`src/rtl/axis_frame_arb.sv`:
```
// Frame-level round-robin arbiter: N AXI-Stream sources share one FIFO input.
// Grants whole frames, forwards bad_frame, truncates frames longer than MAX_LEN.
//
// state | meaning
// IDLE  | no owner; pick next requester round-robin (1-cycle arbitration)
// GRANT | granted port forwarded combinationally to the FIFO
// DRAIN | over-long frame truncated; discard source beats until its tlast
module axis_frame_arb #(
  parameter int N_PORTS    = 4,
  parameter int DATA_WIDTH = 8,
  parameter int MAX_LEN    = 1522
) (
  input  logic                          clk,
  input  logic                          rst,
  input  logic [N_PORTS*DATA_WIDTH-1:0] s_axis_tdata,
  input  logic [N_PORTS-1:0]            s_axis_tvalid,
  output logic [N_PORTS-1:0]            s_axis_tready,
  input  logic [N_PORTS-1:0]            s_axis_tlast,
  input  logic [N_PORTS-1:0]            s_bad_frame,
  output logic [DATA_WIDTH-1:0]         m_axis_tdata,
  output logic                          m_axis_tvalid,
  input  logic                          m_axis_tready,
  output logic                          m_axis_tlast,
  output logic                          m_bad_frame,
  output logic [N_PORTS-1:0]            grant,
  output logic                          busy,
  output logic                          trunc_pulse
);

  localparam int IW = $clog2(N_PORTS);
  localparam int CW = $clog2(MAX_LEN + 1);
  localparam logic [CW-1:0] LAST_CNT = CW'(MAX_LEN - 1);

  typedef enum logic [1:0] {IDLE, GRANT, DRAIN} state_t;

  state_t              state_q, state_d;
  logic [N_PORTS-1:0]  grant_q, grant_d;
  logic [IW-1:0]       last_q, last_d;
  logic [CW-1:0]       cnt_q, cnt_d;

  logic                req_found;
  logic [IW-1:0]       req_idx;
  logic [IW-1:0]       cand;

  logic [DATA_WIDTH-1:0] sel_data;
  logic                  sel_valid;
  logic                  sel_last;
  logic                  sel_bad;
  logic                  at_max;

  // Round-robin search starting just after the last granted port
  always_comb begin
    req_found = 1'b0;
    req_idx   = '0;
    cand      = '0;
    for (int k = 1; k <= N_PORTS; k++) begin
      cand = IW'((int'(last_q) + k) % N_PORTS);
      if (!req_found && s_axis_tvalid[cand]) begin
        req_found = 1'b1;
        req_idx   = cand;
      end
    end
  end

  // Source-side mux driven by the one-hot grant
  always_comb begin
    sel_data  = '0;
    sel_valid = 1'b0;
    sel_last  = 1'b0;
    sel_bad   = 1'b0;
    for (int p = 0; p < N_PORTS; p++) begin
      if (grant_q[p]) begin
        sel_data  = s_axis_tdata[p*DATA_WIDTH +: DATA_WIDTH];
        sel_valid = s_axis_tvalid[p];
        sel_last  = s_axis_tlast[p];
        sel_bad   = s_bad_frame[p];
      end
    end
  end

  always_comb begin
    state_d       = state_q;
    grant_d       = grant_q;
    last_d        = last_q;
    cnt_d         = cnt_q;
    s_axis_tready = '0;
    m_axis_tdata  = '0;
    m_axis_tvalid = 1'b0;
    m_axis_tlast  = 1'b0;
    m_bad_frame   = 1'b0;
    trunc_pulse   = 1'b0;
    at_max        = (cnt_q == LAST_CNT);

    case (state_q)
      IDLE: begin
        if (req_found) begin
          state_d          = GRANT;
          grant_d          = '0;
          grant_d[req_idx] = 1'b1;
          last_d           = req_idx;
          cnt_d            = '0;
        end
      end

      GRANT: begin
        m_axis_tdata  = sel_data;
        m_axis_tvalid = sel_valid;
        s_axis_tready = grant_q & {N_PORTS{m_axis_tready}};
        m_axis_tlast  = sel_last | at_max;
        m_bad_frame   = (sel_last & sel_bad) | (at_max & ~sel_last);
        if (sel_valid && m_axis_tready) begin
          // A natural tlast wins over truncation, even on the MAX_LEN-th beat
          if (sel_last) begin
            state_d = IDLE;
            grant_d = '0;
            cnt_d   = '0;
          end else if (at_max) begin
            trunc_pulse = 1'b1;
            state_d     = DRAIN;
            cnt_d       = '0;
          end else begin
            cnt_d = cnt_q + CW'(1);
          end
        end
      end

      DRAIN: begin
        s_axis_tready = grant_q;
        if (sel_valid && sel_last) begin
          state_d = IDLE;
          grant_d = '0;
        end
      end

      default: begin
        state_d = IDLE;
        grant_d = '0;
        cnt_d   = '0;
      end
    endcase
  end

  always_ff @(posedge clk) begin
    if (rst) begin
      state_q <= IDLE;
      grant_q <= '0;
      last_q  <= IW'(N_PORTS - 1);
      cnt_q   <= '0;
    end else begin
      state_q <= state_d;
      grant_q <= grant_d;
      last_q  <= last_d;
      cnt_q   <= cnt_d;
    end
  end

  assign grant = grant_q;
  assign busy  = (state_q != IDLE);

endmodule

```
`config.mk`:
```
export PLATFORM = sky130hd
export DESIGN_NAME = axis_frame_arb
export DESIGN_NICKNAME = d
export VERILOG_FILES = /design/src/rtl/axis_frame_arb.sv
export SDC_FILE = /design/constraint.sdc
export NUM_CORES = 1
export LEC_CHECK = 0
export ABC_AREA = 1
export BUFFER_PORTS_ARGS = -buffer_cell sky130_fd_sc_hd__buf_4
export CAP_MARGIN = 10
export CORE_UTILIZATION = 54
export DETAILED_ROUTE_END_ITERATION = 6
export GPL_ROUTABILITY_DRIVEN = 0
export GPL_TIMING_DRIVEN = 0
export PLACE_DENSITY = 0.86
export SYNTH_ARGS = -nofsm -noshare
export SYNTH_HDL_FRONTEND = slang
export SYNTH_SLANG_ARGS = --single-unit
```
`constraint.sdc`:
```
create_clock -name clk -period 3.18 [get_ports clk]
set_clock_uncertainty 0.05 [all_clocks]
set_input_delay 0.318 -clock clk [delete_from_list [all_inputs] [get_ports clk]]
set_output_delay 0.318 -clock clk [all_outputs]
set_load 0.005 [all_outputs]
```
==> impl_metrics.env <==
export IMPL_grt_max_degree=11
export IMPL_synth_seq_area_share_pct=20.36
export IMPL_htree_levels=1
export IMPL_clk_pin_slew_worst_paths_ps=110
export IMPL_grt_setup_unrepaired="false"
export IMPL_finalCriticalPeriod_ps=2421
export IMPL_ys_top_cells_by_count="nand2_1 (95), nand3_1 (38), a21oi_1 (31)"
export IMPL_core_area_sq_um=3178
export IMPL_ioPinCount=68
export IMPL_cts_tree="built"
export IMPL_area_growth_pct=31.28
export IMPL_fin_ws_ps=758.7
export IMPL_antenna_left=0
export IMPL_seq_area_sq_um=380.4
export IMPL_drt_iter0_drc=151
export IMPL_slew_headroom_pct=67.93
export IMPL_synth_seq_cells=19
export IMPL_endpoint_kind="output pin"
export IMPL_power_leakage_nw=1.200
export IMPL_total_power_w=0.001918
export IMPL_yosys_most_used_dff="dfxtp_1"
export IMPL_wl_per_cell_microns=12.49
export IMPL_cts_sinks=19
export IMPL_nets=445
export IMPL_holdWs_ps=190.5
export IMPL_dieHeight_microns=60.82
export IMPL_die_area_sq_um=3698
export IMPL_fillers=266
export IMPL_dp_hpwl_mm=4.311
export IMPL_drc=0
export IMPL_maxCapViolCount=0
export IMPL_synth_fa_ha_area_share_pct=3.349
export IMPL_grt_total_usage_pct=29.49
export IMPL_fin_crit_sh_pct=76.14
export IMPL_max_slew_worst_pin_slew_ps=481.1
export IMPL_dr_pass1_iters=4
export IMPL_cp_arrival_ps=2050
export IMPL_synthTopCellsByArea="dfxtp_1 (20%), nand2_1 (19%), nand3_1 (10%), a21oi_1 (8.3%), inv_1 (5.0%)"
export IMPL_slew_viol_final=0
export IMPL_synth_distinct_cells=31
export IMPL_synthSimpleGateAreaFrac_pct=46.89
export IMPL_place_ws_ps=1174
export IMPL_clkLatencyLatePin_ps=300
export IMPL_cts_buffer_depth=2
export IMPL_yosysMostFrequentCell="nand2_1"
export IMPL_cts_setup_buffers=0
export IMPL_synthArstFlopShare_pct=0
export IMPL_hold_path_class="input pin to flop"
export IMPL_synth_xor_area_share_pct=1.407
export IMPL_power_density_nw_per_um2=782.3
export IMPL_syn_nets=373
export IMPL_cts_resized=0
export IMPL_cts_hold_buffers_added=0
export IMPL_setup_tns_ps=0
export IMPL_avgSynthCellArea_sq_um=5.819
export IMPL_io_buffers=67
export IMPL_cp_max_fo=10
export IMPL_required_ps=2810
export IMPL_synth_area_sq_um=1868
export IMPL_setup_viol=0
export IMPL_synth_top_family_by_area="simple AND/OR/NAND/NOR gates"
export IMPL_synth_compound_area_share_pct=18.29
export IMPL_synth_warnings=0
export IMPL_start_util_pct=58.78
export IMPL_synth_top_area_cell="dfxtp_1"
export IMPL_status="complete, no violations"
export IMPL_hold_violations=0
export IMPL_die_x_microns=60.82
export IMPL_synthMuxAreaShare_pct=0
export IMPL_synthCells=321
export IMPL_via_per_inst=5.351
export IMPL_path_class="flop to output pin"
export IMPL_wl_mm=5.447
export IMPL_fmax_ghz=0.4130
export IMPL_antennaDiodeCount=0
export IMPL_grt_pass1_wl_mm=8.280
export IMPL_cts_buffers_inserted=3
export IMPL_overflow=0
export IMPL_yosysTopAreaCellShare_pct=20.36
export IMPL_worstSetupStartpointType="flop"
export IMPL_grt_pass1_vias=1917
export IMPL_clock_root_buffer="clkbuf_4"
export IMPL_antenna_found_initial=0
export IMPL_vdd_drop_max_uv=523.8
export IMPL_drive_gt1_share_pct=24.74
export IMPL_vias=2333
export IMPL_synth_edf_count=0
export IMPL_fp_row_count=20
export IMPL_multi_input_area_sq_um=1306
==> per-layer routing <==
layer | global-route usage [%] | vias to the layer above | wire length, microns
met5 | 0 | - | 0
met4 | 4.545 | 0 | 36
met3 | 4.691 | 6 | 283
met2 | 53.38 | 70 | 2668
met1 | 37.39 | 1050 | 2459
li1 | - | 1207 | -
==> placed cells by master (no fill, tap or decap), drive strengths merged <==
master  count
o21bai      1
clkbuf     10
buf        72
or2         2
a22oi       9
nand4       3
nor3       15
nand3      38
ha          5
clkinv      2
nor2       26
dfxtp      19
inv        30
nand3b      3
nand2     103
xor2        3
o21ai      19
a21oi      32
==> cells by family (layout without fill, tap and decap cells) <==
group,Yosys count,count (layout)
flops,19,19
compound gates,61,61
buf+inv,43,114
xor+xnor,3,3
fa+ha+maj,5,5
simple gates,190,190
==> state kept, by name, summed over array words and instances (netlist names) <==
signal and cells:
cnt_q 11, grant 4, last_q 2, state_q 2
==> per-stage QoR <==
stage | util (%) | std cells | instance area, sq um
floorplan | - | 321 | 1868
global placement | 76.34 | 432 | 2426
detailed placement | 76.34 | 432 | 2426
CTS | 77.17 | 436 | 2452
global route | 77.17 | 436 | 2452
finish | 77.17 | 436 | 2452
==> power by group <==
part           switching, W  total [W]  internal (W)
logic              0.000903    0.00143      0.000531
clock network     0.0000767   0.000126     0.0000490
registers         0.0000694   0.000359      0.000290
==> worst max-delay path, cell delays in order (launching register included) <==
cell	delay [ps]
dfxtp_1	340
inv_1	80
ha_1	260
clkinv_1	330
nor2_1	220
inv_1	90
nor3_1	260
buf_4	170
==> final cells by class <==
class                      instances  share of cell area, %
timing repair buffer              67                  20.51
sequential                        19                  15.51
multi-input combinational        259                  53.27
buffer                            11                  2.398
inverter                          32                  5.000
tap                               44                  2.245
clock buffer                       4                  1.071
==> path summary, 6_finish.rpt <==
path | from | slack (ps) | endpoint | cells past startpoint
worst max-delay path | state_q[1] | 760 | trunc_pulse | 7
worst min-delay path | rst | 190 | last_q[0] | 3
worst max register to register | grant[0] | 1260 | grant[0] | 12
worst min register to register | cnt_q[10] | 460 | cnt_q[10] | 2
Power figures use the tool's default switching activity.
